$ cat src/rtl/game_pkg.sv
// Shared game definitions: FSM state encoding, colour width and screen geometry.
// No logic; types and constants only.
// Imported by the compositor and its helpers.
package game_pkg;

  // Game state encoding
  typedef enum logic [1:0] {
    RUN       = 2'd0,
    HIT       = 2'd1,
    GAME_OVER = 2'd2
  } state_t;

  // RGB444 colour channel width
  localparam int RGB_W = 4;

  // Active screen size
  localparam int SCREEN_W = 1280;
  localparam int SCREEN_H = 1024;

  // Coordinate widths sized to hold the full timing-generator range
  localparam int COL_W = $clog2(SCREEN_W) + 1;
  localparam int ROW_W = $clog2(SCREEN_H) + 1;

  // One composited pixel
  typedef struct packed {
    logic [RGB_W-1:0] r;
    logic [RGB_W-1:0] g;
    logic [RGB_W-1:0] b;
  } rgb_t;

endpackage

$ cat src/rtl/pipe_delay.sv
// Single-bit shift register of configurable depth with configurable reset value.
// Latency: DEPTH cycles (DEPTH = 0 is a plain wire).
// No backpressure; advances every clock.
module pipe_delay #(
  parameter int   DEPTH   = 2,
  parameter logic RST_VAL = 1'b0
) (
  input  logic clock,
  input  logic reset,
  input  logic data,
  output logic delayed
);

  generate
    if (DEPTH == 0) begin : g_wire
      assign delayed = data;
    end else begin : g_reg
      logic [DEPTH-1:0] stages;

      // Shift the input through DEPTH flops; stage 0 takes the newest sample
      always_ff @(posedge clock or posedge reset) begin
        if (reset) begin
          stages <= {DEPTH{RST_VAL}};
        end else begin
          stages[0] <= data;
          for (int i = 1; i < DEPTH; i++) begin
            stages[i] <= stages[i-1];
          end
        end
      end

      assign delayed = stages[DEPTH-1];
    end
  endgenerate

endmodule

$ cat src/rtl/pixel_mixer.sv
// Final compositor: priority layer select, sync alignment, overlap-based collision and lives FSM.
// Latency: colour 1 cycle, syncs SYNC_DELAY+1 cycles, game outputs 2 cycles after col/row 0/0.
// No backpressure; streams one pixel per clock.
module pixel_mixer
  import game_pkg::*;
#(
  parameter int SYNC_DELAY    = 2,
  parameter int HIT_THRESHOLD = 8,
  parameter int LIVES         = 3,
  parameter int FLASH_FRAMES  = 60
) (
  input  logic             clock,
  input  logic             reset,
  input  logic [COL_W-1:0] display_col,
  input  logic [ROW_W-1:0] display_row,
  input  logic             visible,
  input  logic             hsync_in,
  input  logic             vsync_in,
  input  logic [RGB_W-1:0] char_red,
  input  logic [RGB_W-1:0] char_green,
  input  logic [RGB_W-1:0] char_blue,
  input  logic             char_visible,
  input  logic [RGB_W-1:0] obst_red,
  input  logic [RGB_W-1:0] obst_green,
  input  logic [RGB_W-1:0] obst_blue,
  input  logic             obst_visible,
  input  logic [RGB_W-1:0] bg_red,
  input  logic [RGB_W-1:0] bg_green,
  input  logic [RGB_W-1:0] bg_blue,
  input  logic             restart_key,
  output logic [RGB_W-1:0] vga_r,
  output logic [RGB_W-1:0] vga_g,
  output logic [RGB_W-1:0] vga_b,
  output logic             vga_hs,
  output logic             vga_vs,
  output logic             collision,
  output logic             game_over,
  output logic [1:0]       lives_left
);

  localparam int OVL_W   = 12;
  localparam int FLASH_W = 8;

  localparam logic [OVL_W-1:0]   OVL_MAX    = {OVL_W{1'b1}};
  localparam logic [OVL_W-1:0]   HIT_LIMIT  = OVL_W'(HIT_THRESHOLD);
  localparam logic [FLASH_W-1:0] FLASH_LOAD = FLASH_W'(FLASH_FRAMES);
  localparam logic [1:0]         LIVES_LOAD = 2'(LIVES);

  // Timing signals aligned with the sprite pipeline
  logic vis_d;
  logic hs_d;
  logic vs_d;

  pipe_delay #(.DEPTH(SYNC_DELAY), .RST_VAL(1'b0)) u_vis_delay (
    .clock   (clock),
    .reset   (reset),
    .data    (visible),
    .delayed (vis_d)
  );

  pipe_delay #(.DEPTH(SYNC_DELAY), .RST_VAL(1'b1)) u_hs_delay (
    .clock   (clock),
    .reset   (reset),
    .data    (hsync_in),
    .delayed (hs_d)
  );

  pipe_delay #(.DEPTH(SYNC_DELAY), .RST_VAL(1'b1)) u_vs_delay (
    .clock   (clock),
    .reset   (reset),
    .data    (vsync_in),
    .delayed (vs_d)
  );

  // Game state
  state_t               state;
  state_t               state_next;
  logic [1:0]           lives_next;
  logic [FLASH_W-1:0]   flash_cnt;
  logic [FLASH_W-1:0]   flash_next;
  logic                 collision_next;
  logic                 restart;
  logic [OVL_W-1:0]     overlap;
  logic                 overlap_inc;
  logic                 frame_tick;

  // Restart pushbutton synchroniser and rising-edge detector
  logic key_meta;
  logic key_sync;
  logic key_prev;
  logic key_rise;

  // Composited pixel before the output register
  rgb_t pix;
  logic char_en;

  // Frame start marker from undelayed coordinates, registered once
  always_ff @(posedge clock or posedge reset) begin
    if (reset) begin
      frame_tick <= 1'b0;
    end else begin
      frame_tick <= (display_col == '0) && (display_row == '0);
    end
  end

  // Two-flop synchroniser plus edge-detect history for the restart button
  always_ff @(posedge clock or posedge reset) begin
    if (reset) begin
      key_meta <= 1'b0;
      key_sync <= 1'b0;
      key_prev <= 1'b0;
    end else begin
      key_meta <= restart_key;
      key_sync <= key_meta;
      key_prev <= key_sync;
    end
  end

  assign key_rise = key_sync && !key_prev;

  // Overlap only counts while the runner is vulnerable and the pixel is on screen
  assign overlap_inc = (state == RUN) && vis_d && char_visible && obst_visible;

  // Per-frame overlap counter; a same-cycle overlap at the tick opens the new frame at 1
  always_ff @(posedge clock or posedge reset) begin
    if (reset) begin
      overlap <= '0;
    end else if (restart) begin
      overlap <= '0;
    end else if (frame_tick) begin
      overlap <= OVL_W'(overlap_inc);
    end else if (overlap_inc && (overlap != OVL_MAX)) begin
      overlap <= overlap + 1'b1;
    end
  end

  // FSM register with lives, flash counter and collision pulse
  always_ff @(posedge clock or posedge reset) begin
    if (reset) begin
      state      <= RUN;
      lives_left <= LIVES_LOAD;
      flash_cnt  <= '0;
      collision  <= 1'b0;
    end else begin
      state      <= state_next;
      lives_left <= lives_next;
      flash_cnt  <= flash_next;
      collision  <= collision_next;
    end
  end

  // FSM next-state: frame-end collision check, invulnerability countdown, restart
  always_comb begin
    state_next     = state;
    lives_next     = lives_left;
    flash_next     = flash_cnt;
    collision_next = 1'b0;
    restart        = 1'b0;
    case (state)
      RUN: begin
        if (frame_tick && (overlap >= HIT_LIMIT)) begin
          collision_next = 1'b1;
          lives_next     = lives_left - 2'd1;
          if (lives_next == 2'd0) begin
            state_next = GAME_OVER;
          end else begin
            state_next = HIT;
            flash_next = FLASH_LOAD;
          end
        end
      end
      HIT: begin
        if (frame_tick) begin
          flash_next = flash_cnt - 1'b1;
          if (flash_next == '0) begin
            state_next = RUN;
          end
        end
      end
      GAME_OVER: begin
        if (key_rise) begin
          state_next = RUN;
          lives_next = LIVES_LOAD;
          flash_next = '0;
          restart    = 1'b1;
        end
      end
      default: begin
        state_next = RUN;
      end
    endcase
  end

  assign game_over = (state == GAME_OVER);

  // Character blinks off during the invulnerability window
  assign char_en = char_visible && !((state == HIT) && flash_cnt[3]);

  // Layer priority: character over obstacle over background; inverted on game over
  always_comb begin
    pix = '0;
    if (vis_d) begin
      if (char_en) begin
        pix = {char_red, char_green, char_blue};
      end else if (obst_visible) begin
        pix = {obst_red, obst_green, obst_blue};
      end else begin
        pix = {bg_red, bg_green, bg_blue};
      end
      if (state == GAME_OVER) begin
        pix = ~pix;
      end
    end
  end

  // Output register for colour and syncs
  always_ff @(posedge clock or posedge reset) begin
    if (reset) begin
      vga_r  <= '0;
      vga_g  <= '0;
      vga_b  <= '0;
      vga_hs <= 1'b1;
      vga_vs <= 1'b1;
    end else begin
      vga_r  <= pix.r;
      vga_g  <= pix.g;
      vga_b  <= pix.b;
      vga_hs <= hs_d;
      vga_vs <= vs_d;
    end
  end

endmodule

$ cat config.mk
export PLATFORM = sky130hd
export DESIGN_NAME = pixel_mixer
export DESIGN_NICKNAME = d
export VERILOG_FILES = /design/src/rtl/game_pkg.sv /design/src/rtl/pipe_delay.sv /design/src/rtl/pixel_mixer.sv
export SDC_FILE = /design/constraint.sdc
export NUM_CORES = 1
export LEC_CHECK = 0
export CORE_MARGIN = 2
export CORE_UTILIZATION = 48
export CTS_BUF_LIST = sky130_fd_sc_hd__clkbuf_4
export DETAILED_ROUTE_END_ITERATION = 8
export PLACE_DENSITY_LB_ADDON = 0.08
export SLEW_MARGIN = 20
export SYNTH_ARGS = -nofsm -noshare
export SYNTH_HDL_FRONTEND = slang
export SYNTH_SLANG_ARGS = --single-unit
export TNS_END_PERCENT = 5
$ cat constraint.sdc
create_clock -name clock -period 2.85 [get_ports clock]
set_clock_uncertainty 0.05 [all_clocks]
set_input_delay 0.285 -clock clock [delete_from_list [all_inputs] [get_ports clock]]
set_output_delay 0.285 -clock clock [all_outputs]
set_load 0.01 [all_outputs]
==> results.tsv, run 1 <==
metric	value	unit
synth.avg_cell_area	9.65	µm²
place.gp.congestion	0.828	
wl	5860	µm
wl_per_cell	13.5	µm
hpwl	4540	µm
max_freq	0.423	GHz
clk_pin_slew	0.14	ns
multi_input_area	1310	µm²
die_h	78.5	µm
slew_viol_final	0	
yosys_most_used_dff	dfrtp_1	
pwr_density_cell	385	nW/µm²
use_met2	0.343	
nNetsFinal	438	
mostFrequentLayoutCells	clkdlybuf4s50_1 (84), dfrtp_1 (41), nor2_1 (33)	
synth-seq-area-share	0.464	
min_path_type	in -> async	
diodes	0	
pre_cts_slack	0.501	ns
drt_first_pass_iters	4	
async_flop_share	1.00	
finalSetupViolations	0	
endpoint	state[0]	
cap_violations	0	
startpoint	flash_cnt[0]	
r2r-end	state[0]	
grt_pass1_wl	10300	µm
hold_ws	0.276	ns
layout_commonest_cell	clkdlybuf4s50_1	
r2r-start	flash_cnt[0]	
drive_gt1_frac	0.0744	
antenna_found_initial	0	
num_vias	2260	
worst_slew_pin_slew	0.836	ns
fp.dieW	78.5	µm
grtUsageMet3	0.0747	
reg2reg_slack	0.49	ns
start_util	0.490	
startpoint_type	flop	
clk_latency	0.36	ns
use_met1	0.268	
coreArea	5440	µm²
grt_overflow	0	
syn_nets	352	
ctsHoldBuffers	0	
synth_edf_count	0	
cts-buffers-inserted	5	
outcome	completed	
ant_nets	0	
cts_root_buffer	clkbuf_4	
netlist_area	2660	µm²
htree_levels	2	
finalCriticalPeriod	2.36	ns
cts.sinks	49	
hold_viol_final	0	
end_kind	flop	
numPlacedInstances	427	
ys_types	43	
final.period_utilization	0.829	
grt_pass1_vias	2315	
critPathMaxFanout	5	
synth_cells	276	
fill_cells	462	
setup_slack	0.488	ns
yosysWarnings	0	
rsz0062_at_grt	no	
crit_type	reg -> reg	
die-area	6160	µm²
via_per_inst	5.20	
fin_cells	435	
drc_errors	0	
max-slew-margin-rel	0.438	
post_cts_buffers	0	
clockBufferDepth	2	
leakagePower	1.53	nW
cts_resized	0	
grt.busiest_layer	met2	
arrival	2.59	ns
grt_usage	0.210	
rr_worst_depth	7	
tns	0	ns
rows	27	
synth-seq-cells	49	
ioPinCount	85	
grt_max_degree	33	
p_total	1.40	mW
syn_to_final_growth	36.7	%
io_buffers	84	
crit_required	3.08	ns
ir_drop	0.190	mV
drt_iter0_drc	218	
seq_area	1240	µm²
cts_tree	built	
[cell families after synthesis]
logic type | Yosys count | share of synthesized area
adders and majority gates | 9 | 0.0423
xor gates and xnor gates | 20 | 0.0658
and+or+nand+nor | 116 | 0.227
muxes | 17 | 0.0639
buffers and inverters | 25 | 0.0423
AOI/OAI and AO/OA | 40 | 0.0949
DFF | 49 | 0.464
[synthesized netlist by cell type, types with 2 or more instances]
master     n  area, µm²
a31oi_1    2       12.5
nand2b_1   3       18.8
mux2i_1   17        170
o22a_1     3       26.3
o31ai_1    2       15.0
clkbuf_1   8       30.0
xnor2_1   20        175
a21oi_1   18       90.1
nor4_1    10       62.6
or4_1      3       22.5
dfstp_2    8        210
nand3_1    9       45.0
and2_1    13       81.3
nor2_1    33        124
inv_1     13       48.8
nor4b_1    2       17.5
nand4_1    5       31.3
ha_1       9        113
nor3b_1    2       15.0
nand2_1   15       56.3
and4_1     2       17.5
nor3_1    14       70.1
dfrtp_1   41       1030
o21ai_0    5       25.0
[power breakdown]
part,switching (mW),internal [mW],total [mW]
sequential,0.0436,0.745,0.789
clock,0.224,0.0981,0.323
combinational,0.115,0.175,0.289
[how the worst min path moves through the flow]
| stage | slack, ns | cells past startpoint | end |
|---|---|---|---|
| detailed placement | 0.29 | 0 | key_sync |
| CTS | 0.26 | 1 | u_hs_delay.g_reg.stages[0] |
| global placement | 0.28 | 0 | u_vis_delay.g_reg.stages[1] |
| global route | 0.24 | 1 | u_hs_delay.g_reg.stages[0] |
| finish | 0.28 | 2 | flash_cnt[7] |
| floorplan | 0.24 | 0 | u_hs_delay.g_reg.stages[0] |
[area by class of cell]
type	count	area share
tap	72	0.0247
clock buffer	5	0.0103
multi-input combinational	202	0.361
clock inverter	3	0.00584
inverter	13	0.0134
sequential	49	0.340
timing repair buffer	91	0.245
[layer usage]
metal	up-vias	share of wire
met5	-	0
met4	0	0.0043
met3	2	0.085
met2	90	0.46
met1	1028	0.46
li1	1140	-
[flip-flops by register name, indices dropped and copies added, names as in the netlist, 2 cells and up]
register / cells
vga_r: 4
flash_cnt: 8
u_vis_delay.g_reg.stages: 2
lives_left: 2
state: 2
u_vs_delay.g_reg.stages: 2
vga_b: 4
u_hs_delay.g_reg.stages: 2
vga_g: 4
overlap: 12
[per-stage QoR]
step	utilization	area [µm²]
6_report	0.669	3640
5_1_grt	0.669	3640
4_1_cts	0.669	3640
3_5_place_dp	0.659	3580
3_3_place_gp	0.659	3580
2_1_floorplan	-	2660
[worst max-delay path, cell delays in order (launching register included)]
cell and delay [ns]:
dfrtp_1 0.46, inv_1 0.10, ha_1 0.23, or3b_2 0.50, o31ai_1 0.26, o2111ai_1 0.16
a21oi_1 0.29, mux2i_1 0.24
Power figures use the tool's default switching activity.
==> inputs of run 2 (changes only) <==
==> constraint.sdc (replaced) <==
create_clock -name clock -period 2.25 [get_ports clock]
set_clock_uncertainty 0.05 [all_clocks]
set_input_delay 0.225 -clock clock [delete_from_list [all_inputs] [get_ports clock]]
set_output_delay 0.225 -clock clock [all_outputs]
set_load 0.01 [all_outputs]
==> run 2 against run 1 <==
Effect of this change:
- worst setup slack lost 0.41 ns
- utilization grew 2.3 points
- non-clock buffer count is 5 higher
- sequential power up 26%
- critical endpoint is now game_over
==> results.tsv, run 2 (same netlist as run 1, synthesis figures left out) <==
metric	value	unit	change
outcome	completed		unchanged
reg.largest.list	overlap x12, flash_cnt x8		unchanged
clockBufferDepth	2		unchanged
max_freq	0.461	GHz	
num_vias	2380		was 2260
hold_viol_final	0		unchanged
cts_tree	built		unchanged
dpl_cell_area	3620	µm²	was 3580 µm²
multi_input_area	1360	µm²	was 1310 µm²
grt_max_degree	28		was 33
setup_slack	0.0799	ns	was 0.488 ns
die-area	6160	µm²	unchanged
ant_nets	0		unchanged
layout_commonest_cell	clkdlybuf4s50_1		unchanged
slowest_stage	clkdlybuf4s50_1		was or3b_2
ctsHoldBuffers	0		unchanged
diodes	0		unchanged
tns	0	ns	unchanged
p_comb_frac	0.202		was 0.207
via_per_inst	5.41		was 5.20
wl	6140	µm	was 5860 µm
fp.dieW	78.5	µm	unchanged
grt_pass1_wl	10600	µm	was 10300 µm
switchingPower	0.482	mW	was 0.383 mW
grt_overflow	0		unchanged
rsz0062_at_grt	yes		was no
die_h	78.5	µm	unchanged
p_total	1.88	mW	was 1.40 mW
clkPwrFrac	0.268		was 0.230
critPathMaxFanout	19		was 5
wl_per_cell	14.0	µm	was 13.5 µm
crit_required	1.98	ns	was 3.08 ns
min_path_type	in -> async		unchanged
coreArea	5440	µm²	unchanged
htree_levels	2		unchanged
grt_pass1_vias	2418		was 2315
cts.sinks	49		unchanged
power_frac_seq	0.530		was 0.563
arrival	1.90	ns	was 2.59 ns
slew_viol_final	0		unchanged
p_int	1.40	mW	was 1.02 mW
grt_usage	0.219		was 0.210
regMostFlops	overlap		unchanged
start_util	0.490		unchanged
ir_drop	0.265	mV	was 0.190 mV
drive_gt1_frac	0.103		was 0.0744
swShare	0.256		was 0.273
pre_cts_slack	0.0115	ns	was 0.501 ns
cp_slowest_stage_delay	0.55	ns	was 0.50 ns
hold_ws	0.124	ns	was 0.276 ns
seq_area	1240	µm²	unchanged
crit_type	reg -> out		was reg -> reg
pwr_density_cell	500	nW/µm²	was 385 nW/µm²
cap_violations	0		unchanged
fin_area	3760	µm²	was 3640 µm²
worst_slew_pin_slew	0.490	ns	was 0.836 ns
fill_cells	438		was 462
syn_to_final_growth	41.4	%	was 36.7%
hpwl	4660	µm	was 4540 µm
finalSetupViolations	0		unchanged
leakagePower	1.56	nW	was 1.53 nW
clk_pin_slew	0.14	ns	about the same
cts-buffers-inserted	5		unchanged
place.gp.congestion	0.884		was 0.828
cts_root_buffer	clkbuf_4		unchanged
mostFrequentLayoutCells	clkdlybuf4s50_1 (84), dfrtp_1 (41), nor2_1 (33)		unchanged
drt_first_pass_iters	5		was 4
antenna_found_initial	0		unchanged
nNetsFinal	443		was 438
clk_latency	0.37	ns	was 0.36 ns
rows	27		unchanged
io_buffers	84		unchanged
max-slew-margin-rel	0.673		was 0.438
final.period_utilization	0.964		
ioPinCount	85		unchanged
startpoint_type	flop		unchanged
drc_errors	0		unchanged
drt_iter0_drc	132		was 218
finalCriticalPeriod	2.17	ns	
end_kind	output pin		was flop
largest_reg_flops	12		unchanged
crit_chain	inv_1 > ha_1 > buf_12 > clkdlybuf4s50_1		was inv_1 > ha_1 > or3b_2 > o31ai_1 > o2111ai_1 > a21oi_1 > mux2i_1
-- run 2: final timing paths --
| path | slack (ns) | end | start | depth (start not counted) |
|---|---|---|---|---|
| worst max register to register | 0.12 | flash_cnt[3] | overlap[4] | 6 |
| min in group clock | 0.21 | u_hs_delay.g_reg.stages[0] | hsync_in | 1 |
| worst min-delay path | 0.12 | flash_cnt[2] | reset | 2 |
| worst max-delay path | 0.08 | game_over | state[0] | 4 |
| worst min register to register | 0.31 | u_vs_delay.g_reg.stages[1] | u_vs_delay.g_reg.stages[0] | 0 |
| max in group asynchronous | 1.51 | vga_b[3] | reset | 3 |
-- run 2: repair_timing --
item | CTS | global route
gates resized for setup | 2 | 10
setup endpoints to repair | 3 | 13
buffers inserted | 0 | 1
pin swaps | 0 | 3
endpoints found under the hold margin | 0 | 0
-- run 2: power groups by stage --
| stage | combinational (mW) | clock (mW) | sequential (mW) |
|---|---|---|---|
| after floorplan | 0.181 | 0 | 1.01 |
| after global placement | 0.373 | 0 | 1.01 |
| after detailed placement | 0.382 | 0 | 1.01 |
| after CTS | 0.383 | 0.523 | 0.995 |
| after global routing | 0.422 | 0.554 | 1.01 |
| final | 0.380 | 0.504 | 0.997 |
-- run 2: area by class of cell --
| class | count | share of cell area |
|---|---|---|
| multi-input combinational | 202 | 0.360 |
| clock inverter | 3 | 0.0110 |
| inverter | 13 | 0.0130 |
| tap | 72 | 0.0239 |
| sequential | 49 | 0.328 |
| clock buffer | 5 | 0.00997 |
| timing repair buffer | 96 | 0.254 |
-- run 2: per-layer routing --
metal	vias up	GRT usage	routed length, µm
met5	-	0	0
met4	0	0.0719	92
met3	7	0.0770	526
met2	89	0.372	2890
met1	1129	0.260	2630
li1	1155	-	-
-- run 2: stage by stage --
stage	util	instances
2_1_floorplan	-	276
3_3_place_gp	0.666	431
5_1_grt	0.692	440
3_5_place_dp	0.666	431
4_1_cts	0.682	439
6_report	0.692	440
-- run 2: critical path, delay by kind of cell (launching register included) --
family	cells	cell delay [ns]
fa+ha+maj	1	0.24
buf+inv	3	0.86
flops	1	0.43
